<file path="src/rtl/uart_cmd_wrapper.sv">
// UART command wrapper: receives two-byte commands (high byte first) from a
// remote host and transmits single response bytes, full duplex, 8N1 framing.
module uart_cmd_wrapper #(
  parameter int BAUD_DIV = 2604
) (
  input  logic        clk,
  input  logic        rst,
  input  logic        RX,
  output logic        TX,
  output logic [15:0] cmd,
  output logic        cmd_rdy,
  input  logic        clr_cmd_rdy,
  input  logic [7:0]  resp,
  input  logic        trmt,
  output logic        tx_done
);

  // 13 bits covers the largest legal divider (8191).
  localparam int            CW      = 13;
  localparam logic [CW-1:0] LP_HALF = CW'(BAUD_DIV / 2);
  localparam logic [CW-1:0] LP_FULL = CW'(BAUD_DIV - 1);

  typedef enum logic [1:0] {RX_IDLE, RX_START, RX_DATA, RX_STOP} rx_state_t;
  typedef enum logic       {ASM_HIGH, ASM_LOW}                   asm_state_t;
  typedef enum logic       {TX_IDLE, TX_XMIT}                    tx_state_t;

  // ---------------------------------------------------------------------------
  // RX synchronizer
  // ---------------------------------------------------------------------------
  logic r_rx_meta;
  logic r_rx_s;

  // Two-flop synchronizer; idles high so reset never looks like a start bit.
  always_ff @(posedge clk) begin
    if (rst) begin
      r_rx_meta <= 1'b1;
      r_rx_s    <= 1'b1;
    end else begin
      r_rx_meta <= RX;
      r_rx_s    <= r_rx_meta;
    end
  end

  // ---------------------------------------------------------------------------
  // Receiver
  // ---------------------------------------------------------------------------
  rx_state_t     r_rx_state, w_rx_state_nxt;
  logic [CW-1:0] r_rx_cnt,   w_rx_cnt_nxt;
  logic [2:0]    r_rx_bits,  w_rx_bits_nxt;
  logic [7:0]    r_rx_shift, w_rx_shift_nxt;
  logic          w_rx_tick;
  logic          w_byte_vld;
  logic          w_frm_err;

  // Receiver state and sampling registers.
  always_ff @(posedge clk) begin
    if (rst) begin
      r_rx_state <= RX_IDLE;
      r_rx_cnt   <= '0;
      r_rx_bits  <= '0;
      r_rx_shift <= '0;
    end else begin
      r_rx_state <= w_rx_state_nxt;
      r_rx_cnt   <= w_rx_cnt_nxt;
      r_rx_bits  <= w_rx_bits_nxt;
      r_rx_shift <= w_rx_shift_nxt;
    end
  end

  // Receiver next state: half-bit delay to mid start bit, then one sample
  // per bit period when the down-counter reads zero.
  always_comb begin
    w_rx_state_nxt = r_rx_state;
    w_rx_cnt_nxt   = r_rx_cnt;
    w_rx_bits_nxt  = r_rx_bits;
    w_rx_shift_nxt = r_rx_shift;
    w_byte_vld     = 1'b0;
    w_frm_err      = 1'b0;
    w_rx_tick      = (r_rx_cnt == '0);
    case (r_rx_state)
      RX_IDLE: begin
        if (!r_rx_s) begin
          w_rx_state_nxt = RX_START;
          w_rx_cnt_nxt   = LP_HALF;
        end
      end
      RX_START: begin
        if (w_rx_tick) begin
          w_rx_cnt_nxt = LP_FULL;
          if (!r_rx_s) begin
            w_rx_state_nxt = RX_DATA;
            w_rx_bits_nxt  = '0;
          end else begin
            w_rx_state_nxt = RX_IDLE;   // glitch, not a real start bit
          end
        end else begin
          w_rx_cnt_nxt = r_rx_cnt - 1'b1;
        end
      end
      RX_DATA: begin
        if (w_rx_tick) begin
          w_rx_cnt_nxt   = LP_FULL;
          w_rx_shift_nxt = {r_rx_s, r_rx_shift[7:1]};
          if (r_rx_bits == 3'd7) w_rx_state_nxt = RX_STOP;
          else                   w_rx_bits_nxt  = r_rx_bits + 1'b1;
        end else begin
          w_rx_cnt_nxt = r_rx_cnt - 1'b1;
        end
      end
      RX_STOP: begin
        if (w_rx_tick) begin
          w_rx_cnt_nxt   = LP_FULL;
          w_rx_state_nxt = RX_IDLE;
          if (r_rx_s) w_byte_vld = 1'b1;
          else        w_frm_err  = 1'b1;
        end else begin
          w_rx_cnt_nxt = r_rx_cnt - 1'b1;
        end
      end
      default: w_rx_state_nxt = RX_IDLE;
    endcase
  end

  // ---------------------------------------------------------------------------
  // Command byte assembler
  // ---------------------------------------------------------------------------
  asm_state_t r_asm_state, w_asm_state_nxt;
  logic [7:0] r_hi_byte,   w_hi_byte_nxt;
  logic [15:0] r_cmd,      w_cmd_nxt;
  logic       r_cmd_rdy,   w_cmd_rdy_nxt;

  // Assembler state, stored high byte and command outputs.
  always_ff @(posedge clk) begin
    if (rst) begin
      r_asm_state <= ASM_HIGH;
      r_hi_byte   <= '0;
      r_cmd       <= '0;
      r_cmd_rdy   <= 1'b0;
    end else begin
      r_asm_state <= w_asm_state_nxt;
      r_hi_byte   <= w_hi_byte_nxt;
      r_cmd       <= w_cmd_nxt;
      r_cmd_rdy   <= w_cmd_rdy_nxt;
    end
  end

  // Pair bytes into a command; the set of cmd_rdy is applied after the
  // acknowledge so a coincident set takes priority.
  always_comb begin
    w_asm_state_nxt = r_asm_state;
    w_hi_byte_nxt   = r_hi_byte;
    w_cmd_nxt       = r_cmd;
    w_cmd_rdy_nxt   = r_cmd_rdy;
    if (clr_cmd_rdy) w_cmd_rdy_nxt = 1'b0;
    if (w_byte_vld) begin
      case (r_asm_state)
        ASM_HIGH: begin
          w_hi_byte_nxt   = r_rx_shift;
          w_asm_state_nxt = ASM_LOW;
          w_cmd_rdy_nxt   = 1'b0;
        end
        ASM_LOW: begin
          w_cmd_nxt       = {r_hi_byte, r_rx_shift};
          w_cmd_rdy_nxt   = 1'b1;
          w_asm_state_nxt = ASM_HIGH;
        end
        default: w_asm_state_nxt = ASM_HIGH;
      endcase
    end else if (w_frm_err) begin
      // Resynchronize on a bad frame: the pending high byte is dropped.
      w_asm_state_nxt = ASM_HIGH;
      w_hi_byte_nxt   = '0;
    end
  end

  assign cmd     = r_cmd;
  assign cmd_rdy = r_cmd_rdy;

  // ---------------------------------------------------------------------------
  // Transmitter
  // ---------------------------------------------------------------------------
  tx_state_t     r_tx_state, w_tx_state_nxt;
  logic [CW-1:0] r_tx_cnt,   w_tx_cnt_nxt;
  logic [3:0]    r_tx_bits,  w_tx_bits_nxt;
  logic [9:0]    r_tx_shift, w_tx_shift_nxt;
  logic          r_tx_done,  w_tx_done_nxt;
  logic          r_tx,       w_tx_nxt;

  // Transmitter state, frame shifter and registered line output.
  always_ff @(posedge clk) begin
    if (rst) begin
      r_tx_state <= TX_IDLE;
      r_tx_cnt   <= '0;
      r_tx_bits  <= '0;
      r_tx_shift <= '1;
      r_tx_done  <= 1'b0;
      r_tx       <= 1'b1;
    end else begin
      r_tx_state <= w_tx_state_nxt;
      r_tx_cnt   <= w_tx_cnt_nxt;
      r_tx_bits  <= w_tx_bits_nxt;
      r_tx_shift <= w_tx_shift_nxt;
      r_tx_done  <= w_tx_done_nxt;
      r_tx       <= w_tx_nxt;
    end
  end

  // Transmitter next state: whole 10-bit frame is latched on trmt, so resp
  // may change freely while the frame is on the wire.
  always_comb begin
    w_tx_state_nxt = r_tx_state;
    w_tx_cnt_nxt   = r_tx_cnt;
    w_tx_bits_nxt  = r_tx_bits;
    w_tx_shift_nxt = r_tx_shift;
    w_tx_done_nxt  = r_tx_done;
    case (r_tx_state)
      TX_IDLE: begin
        if (trmt) begin
          w_tx_state_nxt = TX_XMIT;
          w_tx_shift_nxt = {1'b1, resp, 1'b0};
          w_tx_cnt_nxt   = LP_FULL;
          w_tx_bits_nxt  = '0;
          w_tx_done_nxt  = 1'b0;
        end
      end
      TX_XMIT: begin
        if (r_tx_cnt == '0) begin
          if (r_tx_bits == 4'd9) begin
            w_tx_state_nxt = TX_IDLE;
            w_tx_cnt_nxt   = '0;
            w_tx_done_nxt  = 1'b1;
          end else begin
            w_tx_shift_nxt = {1'b1, r_tx_shift[9:1]};
            w_tx_bits_nxt  = r_tx_bits + 1'b1;
            w_tx_cnt_nxt   = LP_FULL;
          end
        end else begin
          w_tx_cnt_nxt = r_tx_cnt - 1'b1;
        end
      end
      default: w_tx_state_nxt = TX_IDLE;
    endcase
    w_tx_nxt = (w_tx_state_nxt == TX_XMIT) ? w_tx_shift_nxt[0] : 1'b1;
  end

  assign TX      = r_tx;
  assign tx_done = r_tx_done;

endmodule

</file>
<file path="config.mk">
export PLATFORM = sky130hd
export DESIGN_NAME = uart_cmd_wrapper
export DESIGN_NICKNAME = d
export VERILOG_FILES = /design/src/rtl/uart_cmd_wrapper.sv
export SDC_FILE = /design/constraint.sdc
export NUM_CORES = 1
export LEC_CHECK = 0
export CELL_PAD_IN_SITES_DETAIL_PLACEMENT = 1
export CELL_PAD_IN_SITES_GLOBAL_PLACEMENT = 1
export CORE_UTILIZATION = 52
export DETAILED_ROUTE_END_ITERATION = 8
export DONT_BUFFER_PORTS = 1
export PLACE_DENSITY = 0.89
export SYNTH_ARGS = -nofsm -noshare
export SYNTH_HDL_FRONTEND = slang
export SYNTH_SLANG_ARGS = --single-unit
</file>
<file path="constraint.sdc">
create_clock -name clk -period 3.5 [get_ports clk]
set_input_delay 0.175 -clock clk [delete_from_list [all_inputs] [get_ports clk]]
set_output_delay 0.175 -clock clk [all_outputs]
set_load 0.01 [all_outputs]
</file>
==> results of run 1 <==
==> cell usage after synthesis, types with 4 or more instances <==
| cell type | instances | area, µm² |
|---|---|---|
| nor3b_1 | 6 | 45.0 |
| nor3_1 | 9 | 45.0 |
| a21o_1 | 9 | 67.6 |
| nand2b_1 | 9 | 56.3 |
| or4_1 | 9 | 67.6 |
| nor2_1 | 31 | 116 |
| nand4_1 | 5 | 31.3 |
| a31oi_1 | 8 | 50.1 |
| o32ai_1 | 9 | 78.8 |
| or2_2 | 4 | 25.0 |
| o2111ai_1 | 4 | 35.0 |
| ha_1 | 8 | 100 |
| nand2_1 | 24 | 90.1 |
| o21ai_0 | 15 | 75.1 |
| inv_1 | 20 | 75.1 |
| a221o_1 | 8 | 80.1 |
| mux2i_1 | 19 | 190 |
| a21oi_1 | 36 | 180 |
| o211ai_1 | 4 | 30.0 |
| nor4_1 | 6 | 37.5 |
| nand3_1 | 21 | 105 |
| or3_1 | 7 | 43.8 |
| clkbuf_1 | 25 | 93.8 |
| buf_2 | 4 | 20.0 |
| nand3b_1 | 5 | 37.5 |
| dfxtp_1 | 84 | 1680 |
==> worst max-delay path: cells and delay by family (launching register included) <==
kind,cells,cell delay (ns)
buffers and inverters,1,0.11
adders and majority gates,1,0.17
AOI/OAI and AO/OA,1,0.26
DFF,1,0.35
and+or+nand+nor,3,1.73
==> sequential cells by signal, summed over array words and instances, names as in the netlist, 3 cells and up, named ones only <==
name	cells
r_hi_byte	8
cmd	16
r_rx_bits	3
r_rx_shift	8
r_tx_shift	10
r_tx_cnt	13
r_tx_bits	4
r_rx_cnt	13
==> per-stage QoR <==
step	setup WS, ns	std cells	cell area [µm²]
2_1_floorplan	1.40	432	3840
3_3_place_gp	1.11	501	3860
3_5_place_dp	0.913	501	3860
4_1_cts	0.832	519	4080
5_1_grt	0.707	519	4080
6_report	0.822	519	4080
==> per-layer routing <==
layer	up-vias	wire length [µm]	GRT usage
li1	1579	-	-
met3	33	312	0.0405
met1	1708	4530	0.324
met2	71	5600	0.526
met4	0	355	0.154
met5	-	0	0
==> worst paths after layout <==
path         slack, ns            end   startpoint  depth (start not counted)
max reg2reg       0.82  r_tx_shift[1]  r_tx_cnt[0]                          6
min               0.01  r_tx_shift[7]      resp[6]                          2
min reg2reg       0.42         r_rx_s    r_rx_meta                          1
max               0.82  r_tx_shift[1]  r_tx_cnt[0]                          6
==> area by class of cell <==
class	count	area [µm²]
fillers	828	2900
multi-input cells	298	1960
flip-flops and latches	84	1680
clock buffers	9	124
well taps	96	120
inverters	20	75.1
repair buffers	6	70.1
clock inverters	6	50.0
==> power groups by stage <==
| stage | registers (mW) | logic, mW | clock network, mW |
|---|---|---|---|
| 3_5_place_dp | 1.10 | 0.380 | 0 |
| 5_1_grt | 1.09 | 0.451 | 0.680 |
| 4_1_cts | 1.08 | 0.410 | 0.644 |
| 6_report | 1.08 | 0.415 | 0.641 |
| 3_3_place_gp | 1.09 | 0.366 | 0 |
| 2_1_floorplan | 1.07 | 0.339 | 0 |
==> logic make-up (layout without fill, tap and decap cells) <==
kind of cell | after synthesis | after routing | share of synthesized area
mux | 19 | 19 | 0.0495
buf+inv | 50 | 41 | 0.0521
simple gates | 154 | 154 | 0.224
fa+ha+maj | 8 | 8 | 0.0261
compound gates | 115 | 115 | 0.206
xor+xnor | 2 | 2 | 0.00456
flops | 84 | 84 | 0.438
==> metrics.txt, run 1 <==
# TYPE chip_impl_metric gauge
chip_impl_metric{name="relSlewSlack",unit=""} 0.306
chip_impl_metric{name="seq_power_share",unit=""} 0.506
chip_impl_metric{name="total_power",unit="mW"} 2.14
chip_impl_metric{name="dp_hpwl",unit="µm"} 6540
chip_impl_info{name="critical_path.cell_chain",value="inv_1 > ha_1 > nor4b_1 > nand3_1 > nor2_1 > a221o_1"} 1
chip_impl_metric{name="power_frac_comb",unit=""} 0.194
chip_impl_metric{name="worstMarginPinSlew",unit="ns"} 1.04
chip_impl_metric{name="first_global_vias",unit=""} 3499
chip_impl_metric{name="postSynthCellCount",unit=""} 432
chip_impl_metric{name="dieHeight",unit="µm"} 87.9
chip_impl_metric{name="ys_warn_count",unit=""} 0
chip_impl_metric{name="post-route-min-period",unit="ns"} 2.68
chip_impl_metric{name="netlist_area",unit="µm²"} 3840
chip_impl_metric{name="post_drt_via_cell_ratio",unit=""} 6.53
chip_impl_metric{name="grt_util_all_layers",unit=""} 0.289
chip_impl_metric{name="port_buffers",unit=""} 0
chip_impl_metric{name="synthesis.nets",unit=""} 453
chip_impl_metric{name="cts.htree.levels",unit=""} 3
chip_impl_metric{name="clock_latency",unit="ns"} 0.37
chip_impl_metric{name="wire_length_of_the_first_global_routing_pass",unit="µm"} 16900
chip_impl_info{name="setup.worst_path.end_class",value="flop"} 1
chip_impl_metric{name="clkPwrFrac",unit=""} 0.300
chip_impl_metric{name="antenna_found_initial",unit=""} 0
chip_impl_info{name="setup_repair_after_global_routing_missed_its_margin",value="false"} 1
chip_impl_metric{name="synth-edff-count",unit=""} 0
chip_impl_metric{name="detail_route.iter0.violations",unit=""} 126
chip_impl_metric{name="ffs_latches_synth",unit=""} 84
chip_impl_metric{name="route.final.wire_length",unit="µm"} 10800
chip_impl_metric{name="timing_max_transition_violations_final",unit=""} 0
chip_impl_metric{name="ios",unit=""} 32
chip_impl_info{name="layout_commonest_cell",value="dfxtp_1"} 1
chip_impl_metric{name="cpPeakStageDelay",unit="ns"} 0.62
chip_impl_metric{name="worst-endpoint-arrival",unit="ns"} 2.98
chip_impl_metric{name="fmax",unit="GHz"} 0.373
chip_impl_metric{name="cts.sinks",unit=""} 84
chip_impl_metric{name="cap_violations",unit=""} 0
chip_impl_metric{name="path_max_fanout",unit=""} 13
chip_impl_metric{name="yosysSeqAreaShare",unit=""} 0.438
chip_impl_info{name="criticalPathCategory",value="flop to flop"} 1
chip_impl_metric{name="antenna-diode-count",unit=""} 0
chip_impl_metric{name="post_cts_resize_count",unit=""} 0
chip_impl_metric{name="clkTransAtPathRegs",unit="ns"} 0.10
chip_impl_metric{name="drtAntennaViolNets",unit=""} 0
chip_impl_metric{name="numCtsBuffers",unit=""} 9
chip_impl_info{name="synth_flop_cell",value="dfxtp_1"} 1
chip_impl_metric{name="total_die_area",unit="µm²"} 7730
chip_impl_metric{name="maximum_number_of_pins_on_one_net_before_global_route_repair",unit=""} 70
chip_impl_metric{name="cts_setup_buffers",unit=""} 0
chip_impl_metric{name="core_region_area",unit="µm²"} 6980
chip_impl_metric{name="unique_cell_type_count_in_the_yosys_netlist",unit=""} 53
chip_impl_info{name="timing.critical_path.slowest_stage_cell",value="nor2_1"} 1
chip_impl_metric{name="drt_pass1_iterations",unit=""} 4
chip_impl_metric{name="skew",unit="ns"} 0.0177
chip_impl_metric{name="power.static_leakage",unit="nW"} 1.55
chip_impl_info{name="min-delay-path-class",value="primary input to flop"} 1
chip_impl_metric{name="ir_drop",unit="µV"} 260
chip_impl_metric{name="core.rowCount",unit=""} 30
chip_impl_info{name="outcome",value="finished clean"} 1
chip_impl_metric{name="drcViolationCount",unit=""} 0
chip_impl_info{name="critPathLaunchType",value="flop"} 1
chip_impl_metric{name="switchingPower",unit="mW"} 0.715
chip_impl_metric{name="initial_utilization",unit=""} 0.550
chip_impl_metric{name="synth.avg_cell_area",unit="µm²"} 8.89
chip_impl_metric{name="finalHoldWorstSlack",unit="ns"} 0.0141
chip_impl_metric{name="async_reset_ff_frac",unit=""} 0
chip_impl_metric{name="clock_path_buffers",unit=""} 2
chip_impl_metric{name="drt-wirelength-per-cell",unit="µm"} 20.8
chip_impl_metric{name="post_route_cells_drive_above_1_share",unit=""} 0.0875
chip_impl_info{name="cts_tree",value="done"} 1
chip_impl_metric{name="setup_tns",unit="ns"} 0
chip_impl_metric{name="finalCoreUtilization",unit=""} 0.584
chip_impl_metric{name="power_density",unit="nW/µm²"} 524
chip_impl_metric{name="setup_viol_count_final",unit=""} 0
chip_impl_metric{name="post_cts_hold_buffer_count",unit=""} 3
chip_impl_metric{name="worstPathRequired",unit="ns"} 3.80
chip_impl_metric{name="final.period_utilization",unit=""} 0.765
chip_impl_metric{name="timing.final.hold_violations",unit=""} 0
chip_impl_info{name="layout_common_cells",value="84 x dfxtp_1, 36 x a21oi_1, 31 x nor2_1, 24 x nand2_1, 21 x nand3_1"} 1
chip_impl_metric{name="num_vias",unit=""} 3391
chip_impl_metric{name="grt_overflow_total",unit=""} 0
chip_impl_metric{name="gp_congestion",unit=""} 0.825
chip_impl_metric{name="nets",unit=""} 440
chip_impl_metric{name="intPower",unit="mW"} 1.42
chip_impl_metric{name="areaGrowthSynthToFinish",unit="%"} 6.22
chip_impl_metric{name="swShare",unit=""} 0.334
chip_impl_info{name="cts-root-buf",value="clkbuf_8"} 1
chip_impl_metric{name="dieWidth",unit="µm"} 87.9
No activity file was read; power rests on OpenSTA's default activity.
==> inputs of run 2 (changes only) <==
--- a/config.mk
+++ b/config.mk
@@ -7,10 +7,10 @@
 export LEC_CHECK = 0
 export CELL_PAD_IN_SITES_DETAIL_PLACEMENT = 1
 export CELL_PAD_IN_SITES_GLOBAL_PLACEMENT = 1
-export CORE_UTILIZATION = 52
+export CORE_UTILIZATION = 48
 export DETAILED_ROUTE_END_ITERATION = 8
 export DONT_BUFFER_PORTS = 1
-export PLACE_DENSITY = 0.89
+export PLACE_DENSITY = 0.83
 export SYNTH_ARGS = -nofsm -noshare
 export SYNTH_HDL_FRONTEND = slang
 export SYNTH_SLANG_ARGS = --single-unit
==> constraint.sdc (replaced) <==
create_clock -name clk -period 2.55 [get_ports clk]
set_input_delay 0.1275 -clock clk [delete_from_list [all_inputs] [get_ports clk]]
set_output_delay 0.1275 -clock clk [all_outputs]
set_load 0.01 [all_outputs]
==> run 2 against run 1 <==
Compared with the run above: largest power group unchanged; non-clock buffer count grew 21; combinational power grew 52%; core utilization shrank 2.8 points; register-to-register slack lost 0.56 ns; flip-flop and latch count is the same; critical path type unchanged; via count shrank 2.3%; cell area grew 5.5%.
==> metrics.txt, run 2 (synthesis gave the netlist of run 1 again) <==
# TYPE chip_impl_metric gauge
chip_impl_info{name="cts-root-buf",value="clkbuf_8"} 1
chip_impl_metric{name="setup_slack",unit="ns"} 0.260
chip_impl_metric{name="dp_hpwl",unit="µm"} 6430
chip_impl_metric{name="antenna-diode-count",unit=""} 0
chip_impl_metric{name="maximum_number_of_pins_on_one_net_before_global_route_repair",unit=""} 87
chip_impl_metric{name="cts.htree.levels",unit=""} 3
chip_impl_metric{name="drcViolationCount",unit=""} 0
chip_impl_info{name="criticalPathCategory",value="flop to flop"} 1
chip_impl_metric{name="drt_pass1_iterations",unit=""} 4
chip_impl_metric{name="timing.final.hold_violations",unit=""} 0
chip_impl_metric{name="areaGrowthSynthToFinish",unit="%"} 12.0
chip_impl_metric{name="drtAntennaViolNets",unit=""} 0
chip_impl_info{name="critPathLaunchType",value="flop"} 1
chip_impl_metric{name="place_ws",unit="ns"} 0.338
chip_impl_metric{name="post_drt_via_cell_ratio",unit=""} 6.06
chip_impl_info{name="setup_repair_after_global_routing_missed_its_margin",value="false"} 1
chip_impl_metric{name="power.static_leakage",unit="nW"} 1.67
chip_impl_info{name="regToRegEndpoint",value="r_tx_bits[3]"} 1
chip_impl_metric{name="final.fill_count",unit=""} 896
chip_impl_info{name="cts_tree",value="done"} 1
chip_impl_metric{name="grt_overflow_total",unit=""} 0
chip_impl_info{name="layout_common_cells",value="84 x dfxtp_1, 36 x a21oi_1, 31 x nor2_1, 24 x nand2_1, 21 x nand3_1"} 1
chip_impl_metric{name="clock_latency",unit="ns"} 0.36
chip_impl_metric{name="dieHeight",unit="µm"} 91.5
chip_impl_info{name="outcome",value="finished clean"} 1
chip_impl_metric{name="port_buffers",unit=""} 0
chip_impl_metric{name="relSlewSlack",unit=""} 0.341
chip_impl_metric{name="grt_util_all_layers",unit=""} 0.249
chip_impl_metric{name="first_global_vias",unit=""} 3406
chip_impl_metric{name="core.rowCount",unit=""} 32
chip_impl_metric{name="timing_max_transition_violations_final",unit=""} 0
chip_impl_metric{name="dieWidth",unit="µm"} 91.5
chip_impl_metric{name="route.final.wire_length",unit="µm"} 9890
chip_impl_info{name="startpoint_of_the_worst_hold_path",value="trmt"} 1
chip_impl_metric{name="core_region_area",unit="µm²"} 7730
chip_impl_metric{name="setup_tns",unit="ns"} 0
chip_impl_info{name="layout_commonest_cell",value="dfxtp_1"} 1
chip_impl_metric{name="ir_drop",unit="µV"} 340
chip_impl_metric{name="nets",unit=""} 461
chip_impl_metric{name="power_density",unit="nW/µm²"} 722
chip_impl_info{name="hold_path_end",value="r_tx_cnt[0]"} 1
chip_impl_metric{name="post-route-min-period",unit="ns"} 2.29
chip_impl_metric{name="num_vias",unit=""} 3314
chip_impl_metric{name="flip_flop_count_of_the_largest_register_all_copies_and_words_added",unit=""} 16
chip_impl_metric{name="cap_violations",unit=""} 0
chip_impl_metric{name="post_route_cells_drive_above_1_share",unit=""} 0.110
chip_impl_metric{name="timing.reg2reg.worst_path_depth",unit=""} 6
chip_impl_metric{name="worstMarginPinSlew",unit="ns"} 0.989
chip_impl_metric{name="ios",unit=""} 32
chip_impl_metric{name="worstPathRequired",unit="ns"} 2.84
chip_impl_metric{name="numCtsBuffers",unit=""} 9
chip_impl_metric{name="gp_congestion",unit=""} 0.850
chip_impl_metric{name="cts.sinks",unit=""} 84
chip_impl_info{name="timing.rr.start",value="r_tx_cnt[0]"} 1
chip_impl_metric{name="clock_path_buffers",unit=""} 2
chip_impl_metric{name="path_max_fanout",unit=""} 7
chip_impl_metric{name="detail_route.iter0.violations",unit=""} 136
chip_impl_metric{name="wire_length_of_the_first_global_routing_pass",unit="µm"} 16700
chip_impl_metric{name="setup_viol_count_final",unit=""} 0
chip_impl_metric{name="post_cts_resize_count",unit=""} 0
chip_impl_metric{name="worst-endpoint-arrival",unit="ns"} 2.58
chip_impl_metric{name="initial_utilization",unit=""} 0.497
chip_impl_metric{name="setup.reg_to_reg.worst_slack",unit="ns"} 0.26
chip_impl_metric{name="clkTransAtPathRegs",unit="ns"} 0.10
chip_impl_metric{name="fmax",unit="GHz"} 0.437
chip_impl_metric{name="finalHoldWorstSlack",unit="ns"} 0.0294
chip_impl_info{name="setup.worst_path.end_class",value="flop"} 1
chip_impl_metric{name="skew",unit="ns"} 0.0109
chip_impl_info{name="min-delay-path-class",value="primary input to flop"} 1
chip_impl_metric{name="final.period_utilization",unit=""} 0.898
chip_impl_metric{name="holdPathStages",unit=""} 2
chip_impl_metric{name="drt-wirelength-per-cell",unit="µm"} 18.1
chip_impl_metric{name="antenna_found_initial",unit=""} 1
chip_impl_metric{name="total_die_area",unit="µm²"} 8360
[run 2: metrics by stage]
stage	std cells	area (µm²)	power (mW)	util
6_report	547	4300	3.11	0.557
5_1_grt	547	4300	3.25	0.557
4_1_cts	547	4300	3.13	0.557
3_5_place_dp	518	3950	2.09	0.511
3_3_place_gp	518	3950	2.07	0.511
2_1_floorplan	432	3840	1.93	-
[run 2: cell type report]
type	count	area, µm²	share of cell area
clock buffers	9	124	0.0288
clock inverters	7	82.6	0.0192
inverters	20	75.1	0.0174
multi-input cells	298	1960	0.455
flip-flops and latches	84	1680	0.391
well taps	102	128	0.0297
repair buffers	27	253	0.0587
[run 2: worst max-delay path, cell delays in order, from the launching register on]
cell and delay, ns:
dfxtp_1 0.35, inv_1 0.11, ha_1 0.16, nor4b_1 0.54
nand3_1 0.35, or4_1 0.54, a21boi_0 0.18
[run 2: timing repair]
action | in CTS | in global routing
setup buffers | 0 | 0
hold endpoints to repair | 81 | 0
setup endpoints to repair | 0 | 0
hold buffers | 13 | 0
[run 2: how the worst max path moves through the flow]
stage | to | cells after the start | slack, ns | from
after global placement | r_tx_bits[3] | 6 | 0.39 | r_tx_cnt[0]
after CTS | r_asm_state | 4 | 0.28 | r_rx_cnt[4]
final | r_tx_bits[3] | 6 | 0.26 | r_tx_cnt[0]
after floorplan | r_tx_cnt[11] | 5 | 0.45 | r_tx_cnt[4]
after detailed placement | r_tx_bits[3] | 6 | 0.34 | r_tx_cnt[0]
after global routing | r_tx_bits[3] | 6 | 0.07 | r_tx_cnt[0]
[run 2: power by group]
group | switching, mW | internal, mW
clock network | 0.527 | 0.468
registers | 0.0955 | 1.39
logic | 0.362 | 0.268
[run 2: layer usage]
layer	routed length [µm]	part of all wire	vias up	track usage
li1	-	-	1619	-
met1	4510	0.46	1643	0.300
met2	5030	0.51	38	0.447
met3	236	0.024	14	0.0452
met4	118	0.012	0	0.0714
met5	0	0	-	0
